===== config.mk =====
export PLATFORM = sky130hd
export DESIGN_NAME = demux4_serializer
export DESIGN_NICKNAME = d
export VERILOG_FILES = /design/src/rtl/demux4_serializer.sv
export SDC_FILE = /design/constraint.sdc
export NUM_CORES = 1
export LEC_CHECK = 0
export BUFFER_PORTS_ARGS = -buffer_cell sky130_fd_sc_hd__buf_2
export CAP_MARGIN = 20
export CORE_UTILIZATION = 50
export CTS_CLUSTER_SIZE = 30
export DETAILED_ROUTE_END_ITERATION = 10
export GPL_ROUTABILITY_DRIVEN = 0
export PLACE_DENSITY_LB_ADDON = 0.25
export SLEW_MARGIN = 10
export SYNTH_ARGS = -nofsm -noshare
export SYNTH_HDL_FRONTEND = slang
export SYNTH_SLANG_ARGS = --single-unit
export TNS_END_PERCENT = 30

===== constraint.sdc =====
create_clock -name clk -period 2.4 [get_ports clk]
set_input_delay 0 -clock clk [delete_from_list [all_inputs] [get_ports clk]]
set_output_delay 0 -clock clk [all_outputs]
set_load 0.005 [all_outputs]

===== src/rtl/demux4_serializer.sv =====
`default_nettype none
// ============================================================================
// Module      : demux4_serializer
// Description : Upstream driver for a 1-to-4 dataflow demux. Accepts a frame
//               of four channel words over valid/ready, then shifts each word
//               out MSB-first on d with {s1,s0} carrying the channel index.
//               It also provides a bit strobe, a last-bit flag and a
//               frame-done pulse.
// Revision    : 1.0 - initial release
// ============================================================================
module demux4_serializer #(
  parameter int WIDTH = 8,
  parameter int GAP   = 1
) (
  input  logic             clk,
  input  logic             rst_n,
  input  logic             in_valid,
  output logic             in_ready,
  input  logic [WIDTH-1:0] ch0_data,
  input  logic [WIDTH-1:0] ch1_data,
  input  logic [WIDTH-1:0] ch2_data,
  input  logic [WIDTH-1:0] ch3_data,
  output logic             d,
  output logic             s1,
  output logic             s0,
  output logic             bit_strobe,
  output logic             ch_last,
  output logic             busy,
  output logic             frame_done
);

  localparam int BW = (WIDTH > 1) ? $clog2(WIDTH) : 1;
  localparam int GW = (GAP > 0) ? $clog2(GAP + 1) : 1;

  localparam logic [BW-1:0] C_BIT_TOP  = BW'(WIDTH - 1);
  localparam logic [BW-1:0] C_BIT_ONE  = BW'(1);
  localparam logic [GW-1:0] C_GAP_TOP  = GW'((GAP > 0) ? (GAP - 1) : 0);
  localparam logic [GW-1:0] C_GAP_ONE  = GW'(1);
  // A one-bit word makes its first bit also its last bit.
  localparam logic          C_FIRST_IS_LAST = (WIDTH == 1);

  typedef enum logic [1:0] {
    S_IDLE  = 2'd0,
    S_SHIFT = 2'd1,
    S_GAP   = 2'd2,
    S_DONE  = 2'd3
  } state_t;

  state_t           state_q;
  logic [WIDTH-1:0] sh_q [4];
  logic [1:0]       ch_q;
  logic [BW-1:0]    bit_cnt_q;
  logic [GW-1:0]    gap_cnt_q;

  logic             d_q;
  logic [1:0]       sel_q;
  logic             strobe_q;
  logic             last_q;
  logic             busy_q;
  logic             done_q;
  logic             ready_q;

  logic [1:0]       ch_next_d;
  logic [BW-1:0]    bit_next_d;
  logic             shift_bit_d;
  logic             next_ch_bit_d;

  // Look-ahead values so every output can be registered on the edge that
  // enters the cycle in which it is shown.
  assign ch_next_d     = ch_q + 2'd1;
  assign bit_next_d    = bit_cnt_q - C_BIT_ONE;
  assign shift_bit_d   = sh_q[ch_q][bit_next_d];
  assign next_ch_bit_d = sh_q[ch_next_d][C_BIT_TOP];

  // Frame sequencer: state, shadow words, counters and all registered outputs.
  always_ff @(posedge clk or negedge rst_n) begin
    if (!rst_n) begin
      state_q   <= S_IDLE;
      for (int i = 0; i < 4; i++) sh_q[i] <= '0;
      ch_q      <= 2'd0;
      bit_cnt_q <= '0;
      gap_cnt_q <= '0;
      d_q       <= 1'b0;
      sel_q     <= 2'd0;
      strobe_q  <= 1'b0;
      last_q    <= 1'b0;
      busy_q    <= 1'b0;
      done_q    <= 1'b0;
      ready_q   <= 1'b1;
    end else begin
      case (state_q)
        S_IDLE, S_DONE: begin
          if (in_valid) begin
            sh_q[0]   <= ch0_data;
            sh_q[1]   <= ch1_data;
            sh_q[2]   <= ch2_data;
            sh_q[3]   <= ch3_data;
            ch_q      <= 2'd0;
            bit_cnt_q <= C_BIT_TOP;
            state_q   <= S_SHIFT;
            // Shadow is loaded on this same edge, so take bit straight from input.
            d_q       <= ch0_data[WIDTH-1];
            sel_q     <= 2'd0;
            strobe_q  <= 1'b1;
            last_q    <= C_FIRST_IS_LAST;
            busy_q    <= 1'b1;
            ready_q   <= 1'b0;
            done_q    <= 1'b0;
          end else begin
            state_q   <= S_IDLE;
            d_q       <= 1'b0;
            strobe_q  <= 1'b0;
            last_q    <= 1'b0;
            busy_q    <= 1'b0;
            ready_q   <= 1'b1;
            done_q    <= 1'b0;
          end
        end

        S_SHIFT: begin
          if (bit_cnt_q != '0) begin
            bit_cnt_q <= bit_next_d;
            d_q       <= shift_bit_d;
            last_q    <= (bit_cnt_q == C_BIT_ONE);
          end else if (ch_q == 2'd3) begin
            state_q   <= S_DONE;
            d_q       <= 1'b0;
            strobe_q  <= 1'b0;
            last_q    <= 1'b0;
            busy_q    <= 1'b0;
            ready_q   <= 1'b1;
            done_q    <= 1'b1;
          end else if (GAP > 0) begin
            state_q   <= S_GAP;
            gap_cnt_q <= C_GAP_TOP;
            d_q       <= 1'b0;
            strobe_q  <= 1'b0;
            last_q    <= 1'b0;
          end else begin
            ch_q      <= ch_next_d;
            bit_cnt_q <= C_BIT_TOP;
            d_q       <= next_ch_bit_d;
            sel_q     <= ch_next_d;
            last_q    <= C_FIRST_IS_LAST;
          end
        end

        S_GAP: begin
          if (gap_cnt_q != '0) begin
            gap_cnt_q <= gap_cnt_q - C_GAP_ONE;
          end else begin
            state_q   <= S_SHIFT;
            ch_q      <= ch_next_d;
            bit_cnt_q <= C_BIT_TOP;
            d_q       <= next_ch_bit_d;
            sel_q     <= ch_next_d;
            strobe_q  <= 1'b1;
            last_q    <= C_FIRST_IS_LAST;
          end
        end

        default: begin
          state_q <= S_IDLE;
        end
      endcase
    end
  end

  assign in_ready   = ready_q;
  assign d          = d_q;
  assign s1         = sel_q[1];
  assign s0         = sel_q[0];
  assign bit_strobe = strobe_q;
  assign ch_last    = last_q;
  assign busy       = busy_q;
  assign frame_done = done_q;

endmodule
`default_nettype wire


==> results of run 1 <==
## logic make-up after synthesis
group                      count (synthesis)  synth area share, %
adders and majority gates                  6                 3.43
buffers and inverters                     12                 2.86
and+or+nand+nor                           33                 7.33
xor gates and xnor gates                   1                0.401
DFF                                       45                 51.6
AOI/OAI and AO/OA                         22                 6.75
muxes                                     46                 27.6
## cell type report
cell class	count	area share [%]
clock buffers	7	3.00
repair buffers	79	20.3
inverters	5	0.653
multi-input cells	108	34.7
flip-flops and latches	45	39.2
well taps	50	2.18
## stage by stage
step | hold slack (ps) | setup slack (ps) | utilization, %
after floorplan | -296 | 498 | -
after global placement | 196 | 502 | 59.6
after detailed placement | 212 | 435 | 59.6
after CTS | 43.2 | 425 | 69.8
after global routing | 60.3 | 260 | 70.3
final | 59.0 | 411 | 70.3
## state kept, by name, summed over array words and instances, names as in the netlist
signal and count:
bit_cnt_q 3, bit_strobe 1, busy 1, ch_last 1
d 1, frame_done 1, in_ready 1, sel_q 2
sh_q 32, state_q 2
## worst paths after layout
path | slack, ps | startpoint | to
hold reg to reg | 510 | sh_q[29]$_DFFE_PN0P_ | sh_q[29]$_DFFE_PN0P_
setup / recovery | 410 | bit_cnt_q[0]$_DFFE_PN0P_ | d$_DFF_PN0_
max in group asynchronous | 1830 | rst_n | in_ready$_DFFE_PN1P_
hold / removal | 60 | in_valid | bit_strobe$_DFFE_PN0P_
setup reg to reg | 410 | bit_cnt_q[0]$_DFFE_PN0P_ | d$_DFF_PN0_
min in group asynchronous | 70 | rst_n | bit_cnt_q[1]$_DFFE_PN0P_
## power by group
group	internal, mW	total, mW	switching [mW]	leakage (nW)
registers	1.08	1.28	0.200	0.532
clock network	0.229	0.467	0.238	0.0443
logic	0.555	0.969	0.415	0.722
## cell usage after synthesis, drive strengths merged
library cell | instances | area [µm²]
a2111oi | 1 | 15.0
a211o | 1 | 8.76
a21boi | 1 | 7.51
a21o | 1 | 7.51
a21oi | 3 | 15.0
a221o | 1 | 10.0
a22oi | 2 | 15.0
a31oi | 1 | 6.26
and2 | 2 | 12.5
and3 | 2 | 12.5
and4b | 1 | 10.0
buf | 4 | 32.5
clkbuf | 3 | 11.3
dfrtp | 44 | 1100
dfstp | 1 | 26.3
ha | 6 | 75.1
inv | 5 | 18.8
mux2 | 33 | 372
mux2i | 6 | 60.1
mux4 | 7 | 173
nand2 | 12 | 45.0
nand2b | 2 | 12.5
nand3 | 3 | 15.0
nand3b | 1 | 7.51
nor2 | 7 | 26.3
nor2b | 2 | 12.5
o2111ai | 1 | 8.76
o211ai | 1 | 7.51
o21ai | 8 | 40.0
o22ai | 1 | 6.26
or3 | 1 | 6.26
xnor2 | 1 | 8.76
## worst max-delay path: stages, from the launching register on
cell       delay, ps
dfrtp_1          500
inv_1            170
ha_1             280
xnor2_1          270
and4b_1          260
a2111oi_2         50
a221o_1          340
## layer usage
metal / wire [µm] / GRT usage [%] / vias to the layer above
met3: 160 / 5.33 / 9
met5: 0 / 0 / -
met2: 2320 / 37.7 / 33
met1: 2090 / 29.7 / 777
met4: 72 / 8.85 / 0
li1: - / - / 753
## placed cells by master (no fill, tap or decap), types with 3 or more instances in the layout
cell type      synthesis  final
a21oi_1                3      3
buf_2                  2     42
buf_4                  0      3
clkbuf_8               0      6
dfrtp_1               44     44
dlygate4sd3_1          0     33
ha_1                   6      6
inv_1                  5      5
mux2_2                33     33
mux2i_1                6      6
mux4_1                 4      4
mux4_2                 3      3
nand2_1               12     12
nand3_1                3      3
nor2_1                 7      7
o21ai_0                8      8
## what timing repair did
action | CTS | global route
hold buffers | 33 | 0
resized for setup | 0 | 0
hold endpoints to repair | 77 | 0
==> out/metrics.yaml, run 1 <==
layout:
  multi_input_area_um2: 996
  fill_cells: 296
  seqCellArea_mm2: 0.00113
  nets: 285
  design_area_mm2: 0.00287
  num_antenna_cells: 0
  instances_no_fill: 294
  area_delta_synth_final_pct: 31.5
  drive_above_1_share_pct: 36.9
floorplan:
  core_mm2: 0.00409
  die_x_um: 68.1
  placementRows: 23
  top_level_ports: 43
  die_y_um: 68.1
  dieArea_mm2: 0.00464
  start_util_pct: 53.5
sta:
  timing.final.crit_share_pct: 82.9
  clock.fmax_mhz: 503
  final.setup.tns_ps: 0
  setup_violations: 0
  finalHoldViolCount: 0
  relSlewSlack_pct: 62.3
  worstMarginPinSlew_ps: 565
  finalCriticalPeriod_ps: 1990
  slew_violations: 0
  rsz0062_at_grt: "no"
  skew_ps: 5.27
status:
  outcome: "complete, no violations"
global_routing:
  track_usage_pct: 23.1
  grt_pass1_wl_um: 7680
  gr-total-overflow: 0
  antenna_found_initial: 0
  grt_pass1_vias: 1647
  grt_max_degree: 46
detailed_routing:
  firstDrtPassIters: 4
  wirelength_um: 4640
  drc: 0
  drt-initial-drc-count: 96
  via_count: 1572
  via_per_inst: 5.35
  avgRoutedWirePerCell_um: 15.8
  ant_nets: 0
synthesis:
  netlist-cell-type-count: 34
  syn_area_mm2: 0.00219
  synthCells: 165
  syn_nets: 206
  synth-seq-cells: 45
  syn_area_per_cell_um2: 13.2
  synth_warnings: 0
  synth_seq_area_share_pct: 51.6
placement:
  numPortBuffers: 42
  dp_hpwl_um: 3060
  dp_cells: 253
  post_dp_cell_area_mm2: 0.00244
worst_hold_path:
  hp-class: "input port to flop"
  hold_depth: 3
critical_path:
  crit_path_start_kind: "flop"
  crit_type: "flop to flop"
  crit_arrival_ps: 2170
  reg2regPathDepth: 6
  crit_fanout: 8
  critPathCaptureType: "flop"
  cp.required_ps: 2580
job:
  drv_cap: 0
clocking:
  cts_setup_buffers: 0
  cts_made_buffers: 5
  cts_tree: "done"
  cts.clk_slew.worst_paths_ps: 80
  clock_latency_ps: 290
  htree_num_levels: 2
  cts_buffer_depth: 2
  cts_sinks: 45
  cts-root-buf: "clkbuf_8"
pwr:
  p_per_area_mw_per_mm2: 946
  irDropWorstVdd_mv: 0.580
  leakagePower_nw: 1.30
  fin_total_pwr_mw: 2.72
No activity file was read; power rests on OpenSTA's default activity.
==> inputs of run 2 (changes only) <==
--- a/config.mk
+++ b/config.mk
@@ -5,6 +5,7 @@
 export SDC_FILE = /design/constraint.sdc
 export NUM_CORES = 1
 export LEC_CHECK = 0
+export ABC_AREA = 1
 export BUFFER_PORTS_ARGS = -buffer_cell sky130_fd_sc_hd__buf_2
 export CAP_MARGIN = 20
 export CORE_UTILIZATION = 50
==> constraint.sdc (replaced) <==
create_clock -name clk -period 1.9 [get_ports clk]
set_input_delay 0 -clock clk [delete_from_list [all_inputs] [get_ports clk]]
set_output_delay 0 -clock clk [all_outputs]
set_load 0.005 [all_outputs]
==> out/metrics.yaml, run 2 <==
clocking:
  cts_made_buffers: 5
  cts_sinks: 45
  cts-root-buf: "clkbuf_8"
  htree_num_levels: 2
  cts_buffer_depth: 2
  holdBufCountCts: 33
  ctsResizeCount: 0
  clock_latency_ps: 300
  cts_tree: "done"
  cts_setup_buffers: 0
  cts.clk_slew.worst_paths_ps: 80
layout:
  final_common_cell: "nand2_1"
  top_regs: "sh_q x32, bit_cnt_q x3"
  instances_no_fill: 413
  largest_reg_flops: 32
  drive_above_1_share_pct: 17.1
  area_delta_synth_final_pct: 30.5
  nets: 403
  num_antenna_cells: 0
  fill_cells: 348
  final_cell_mix: "154 x nand2_1, 44 x dfrtp_1, 42 x buf_2"
  top_register: "sh_q"
detailed_routing:
  wl_met2_um: 2600
  via_per_inst: 4.88
  dr.max_layer_used: "met4"
  wl_met3_um: 212
  drc: 0
  via_count: 2014
  avgRoutedWirePerCell_um: 12.5
  ant_nets: 0
  wirelength_um: 5170
  firstDrtPassIters: 4
  drt-met1-wl_um: 2290
  drt-initial-drc-count: 118
floorplan:
  start_util_pct: 53.9
  top_level_ports: 43
  dieArea_mm2: 0.00474
  core_mm2: 0.00414
  die_y_um: 68.9
  die_x_um: 68.9
  placementRows: 23
synthesis:
  netlist-cell-type-count: 24
  synth_area_leaders: "dfrtp_1 49%, nand2_1 26%, nand3_1 5.8%"
  synth_edf_count: 0
  synthCells: 284
  syn_area_mm2: 0.00223
  synth_seq_area_share_pct: 50.4
  synth_top_area_share_pct: 49.3
  synth_warnings: 0
  synth_top_family_by_area: "simple AND/OR/NAND/NOR gates"
  syn_nets: 325
  synth_xor_area_share_pct: 0.784
  synth-simple-area-share_pct: 34.2
  synth_most_common_cell: "nand2_1"
  synth_ff_type: "dfrtp_1"
  synth_common_cells: "154 x nand2_1, 44 x dfrtp_1, 26 x nand3_1, 13 x inv_1, 8 x o21ai_0"
  muxShareOfSynthArea_pct: 0
  syn_area_per_cell_um2: 7.87
  synth_compound_area_share_pct: 3.70
  synthAdderAreaFrac_pct: 3.36
  yosysTopAreaCell: "dfrtp_1"
  synth-seq-cells: 45
  ys_async_sr_fraction_pct: 100
placement:
  dp_cells: 372
  numPortBuffers: 42
  dp_hpwl_um: 3250
critical_path:
  slowest_delay_ps: 460
  regToRegEndpoint: "d$_DFF_PN0_"
  r2r-start: "bit_cnt_q[0]$_DFFE_PN0P_"
  cp.required_ps: 2100
  crit_chain: "inv_1 > ha_1 > xnor2_1 > inv_1 > nand3_1 > nand3_1 > nand3_1 > nand2_1"
  cp.depth: 8
  r2r_slack_ps: 320
  reg2regPathDepth: 8
  cp_top_family: "flip-flops"
  crit_type: "flop to flop"
  crit_end: "d$_DFF_PN0_"
  crit_path_start_kind: "flop"
  crit_buf_inv: 2
  slowest_stage: "dfrtp_1"
  critPathLaunch: "bit_cnt_q[0]$_DFFE_PN0P_"
  crit_fanout: 7
  crit_arrival_ps: 1780
  critPathCaptureType: "flop"
  crit_top_cell: "nand3_1"
global_routing:
  gr-total-overflow: 0
  grt_max_degree: 46
  antenna_found_initial: 0
  track_usage_pct: 25.5
  grt_pass1_wl_um: 8670
  grt_pass1_vias: 1947
sta:
  relSlewSlack_pct: 61.6
  finalHoldViolCount: 0
  setup_violations: 0
  finalCriticalPeriod_ps: 1580
  skew_ps: 5.28
  slew_violations: 0
  final.setup.tns_ps: 0
  worstMarginPinSlew_ps: 576
  timing.final.crit_share_pct: 83.4
  rsz0062_at_grt: "no"
  clock.fmax_mhz: 631
pwr:
  leakagePower_nw: 1.60
  p_per_area_mw_per_mm2: 1210
  irDropWorstVdd_mv: 0.636
worst_hold_path:
  hp-start: "in_valid"
  hp-class: "input port to flop"
status:
  outcome: "complete, no violations"
job:
  drv_cap: 0
## run 2: cell types whose count changed after synthesis, sizes merged, moves of 6 or more
cell   previous run  this run
mux4              7         0
nand3             3        26
nand2            12       157
inv               5        15
mux2i             6         0
mux2             33         0
## run 2: worst register-to-register path: stages (launching register included)
cell and delay [ps]:
dfrtp_1 460, inv_1 140, ha_1 230, xnor2_1 270, inv_1 90, nand3_1 90, nand3_1 60, nand3_1 80
nand2_1 50
## run 2: report_power, final
group / switching [mW] / internal (mW) / leakage, nW / total, mW
clock network: 0.317 / 0.429 / 0.0585 / 0.745
registers: 0.229 / 1.34 / 0.554 / 1.57
logic: 0.722 / 0.495 / 0.990 / 1.22
## run 2: per-layer routing
| metal | vias up | global-route usage (%) |
|---|---|---|
| met3 | 6 | 5.92 |
| met2 | 42 | 45.6 |
| met5 | - | 0 |
| li1 | 1036 | - |
| met1 | 930 | 30.1 |
| met4 | 0 | 7.40 |
## run 2: kinds of logic after synthesis
logic type      Yosys count
simple gates            191
buf+inv                  26
fa+ha+maj                 6
flops                    45
xor+xnor                  2
compound gates           14
## run 2: how the worst min path moves through the flow
stage	cells past startpoint	end	slack [ps]
floorplan	0	bit_cnt_q[0]$_DFFE_PN0P_	-300
global placement	2	frame_done$_DFFE_PN0P_	110
detailed placement	2	busy$_DFFE_PN0P_	120
CTS	3	busy$_DFFE_PN0P_	30
global route	3	busy$_DFFE_PN0P_	100
finish	3	busy$_DFFE_PN0P_	40
## run 2: area by class of cell
| class | count | area (µm²) | share of cell area, % |
|---|---|---|---|
| well taps | 50 | 62.6 | 2.15 |
| inverters | 16 | 86.3 | 2.96 |
| clock buffers | 7 | 86.3 | 2.96 |
| flip-flops and latches | 45 | 1130 | 38.7 |
| multi-input cells | 213 | 938 | 32.2 |
| clock inverters | 1 | 30.0 | 1.03 |
| repair buffers | 81 | 586 | 20.1 |
## run 2: metrics by stage
stage / area, µm² / hold slack (ps) / worst slack (ps) / total power, mW / util, %
final: 2920 / 42.6 / 316 / 3.53 / 70.4
after global placement: 2470 / 115 / 384 / 2.70 / 59.6
after floorplan: 2230 / -296 / 461 / 2.40 / -
after detailed placement: 2470 / 119 / 314 / 2.74 / 59.6
after global routing: 2920 / 95.2 / 110 / 3.83 / 70.4
after CTS: 2920 / 32.0 / 313 / 3.55 / 70.4
==> inputs of run 3 (changes only) <==
==> constraint.sdc (replaced) <==
create_clock -name clk -period 1.55 [get_ports clk]
set_input_delay 0 -clock clk [delete_from_list [all_inputs] [get_ports clk]]
set_output_delay 0 -clock clk [all_outputs]
set_load 0.005 [all_outputs]
==> out/metrics.yaml, run 3 (synthesis results as in run 2) <==
sta:
  clock.fmax_mhz: 684
  worstMarginPinSlew_ps: 312
  slew_violations: 0
  skew_ps: 3.76
  final.setup.tns_ps: 0
  finalCriticalPeriod_ps: 1460
  finalHoldViolCount: 0
  setup_violations: 0
  timing.final.crit_share_pct: 94.3
  relSlewSlack_pct: 79.2
  postLayoutSetupSlackWorst_ps: 88.7
  hold_slack_ps: 10.1
placement:
  dp_cells: 376
  place_ws_ps: -19.2
  numPortBuffers: 42
  dp_hpwl_um: 3220
  post_dp_cell_area_mm2: 0.00251
detailed_routing:
  via_count: 2104
  ant_nets: 0
  drc: 0
  firstDrtPassIters: 5
  wirelength_um: 5120
  avgRoutedWirePerCell_um: 12.2
  drt-initial-drc-count: 94
  via_per_inst: 5.03
global_routing:
  antenna_found_initial: 0
  use_met3_pct: 4.11
  use_met1_pct: 28.5
  track_usage_pct: 24.4
  met2_usage_pct: 44.4
  gr-total-overflow: 0
  grt_max_degree: 46
  gr-max-usage-layer: "met2"
  grt_pass1_wl_um: 8530
  grt_pass1_vias: 2067
pwr:
  fin_total_pwr_mw: 4.33
  p_per_area_mw_per_mm2: 1450
  leakagePower_nw: 1.63
  irDropWorstVdd_mv: 0.672
layout:
  nets: 408
  instances_no_fill: 418
  num_antenna_cells: 0
  final_cell_mix: "151 x nand2_1, 43 x dfrtp_1, 42 x buf_2"
  top_regs: "sh_q x32, bit_cnt_q x3"
  drive_above_1_share_pct: 20.1
  final_common_cell: "nand2_1"
  area_delta_synth_final_pct: 33.3
  top_register: "sh_q"
  largest_reg_flops: 32
  fin_util_pct: 71.9
  design_area_mm2: 0.00298
critical_path:
  crit_arrival_ps: 1640
  crit_path_start_kind: "flop"
  crit_fanout: 4
  crit_type: "flop to flop"
  cp.required_ps: 1730
  critPathCaptureType: "flop"
clocking:
  cts_sinks: 45
  clock_latency_ps: 300
  cts_buffer_depth: 2
  cts.clk_slew.worst_paths_ps: 80
  cts_tree: "done"
  cts_made_buffers: 5
  cts-root-buf: "clkbuf_8"
  htree_num_levels: 2
floorplan:
  die_y_um: 68.9
  top_level_ports: 43
  die_x_um: 68.9
  placementRows: 23
  start_util_pct: 53.9
  dieArea_mm2: 0.00474
  core_mm2: 0.00414
job:
  drv_cap: 0
status:
  outcome: "complete, no violations"
worst_hold_path:
  hp-class: "input port to flop"
[run 3: report_power, final]
part | internal, mW | leakage, nW | total [mW] | switching (mW)
registers | 1.65 | 0.552 | 1.91 | 0.266
logic | 0.704 | 1.02 | 1.63 | 0.924
clock network | 0.403 | 0.0542 | 0.789 | 0.386
[run 3: critical path, stage by stage, from the launching register on]
cell,delay (ps)
dfrtp_1,350
inv_1,80
ha_4,280
inv_1,60
or2_4,250
nand2_2,90
inv_1,80
nand3_1,60
o21ai_0,80
[run 3: worst paths after layout]
check	to	from	slack, ps	cells past startpoint
setup / recovery	sel_q[1]$_DFFE_PN0P_	state_q[0]$_DFFE_PN0P_	90	8
hold / removal	busy$_DFFE_PN0P_	in_valid	10	3
setup reg to reg	sel_q[1]$_DFFE_PN0P_	state_q[0]$_DFFE_PN0P_	90	8
hold reg to reg	sh_q[26]$_DFFE_PN0P_	sh_q[26]$_DFFE_PN0P_	480	2
max in group asynchronous	in_ready$_DFFE_PN1P_	rst_n	1090	3
min in group asynchronous	busy$_DFFE_PN0P_	rst_n	200	3
[run 3: layout make-up]
type,count,area (µm²)
clock buffers,7,96.3
inverters,16,88.8
clock inverters,1,5.00
well taps,50,62.6
fillers,320,1170
multi-input cells,213,961
flip-flops and latches,45,1130
repair buffers,86,636
[run 3: per-layer routing]
| metal | share of wire (%) | up-vias |
|---|---|---|
| met4 | 1.6 | 0 |
| li1 | - | 1048 |
| met3 | 3.6 | 9 |
| met1 | 45 | 997 |
| met2 | 50 | 50 |
| met5 | 0 | - |
[run 3: repair_timing]
item,4_1_cts,5_1_grt
setup endpoints to repair,2,25
endpoints found under the hold margin,77,0
buffers inserted,0,1
gates resized for setup,2,7
pin swaps,0,0
hold buffers,33,0
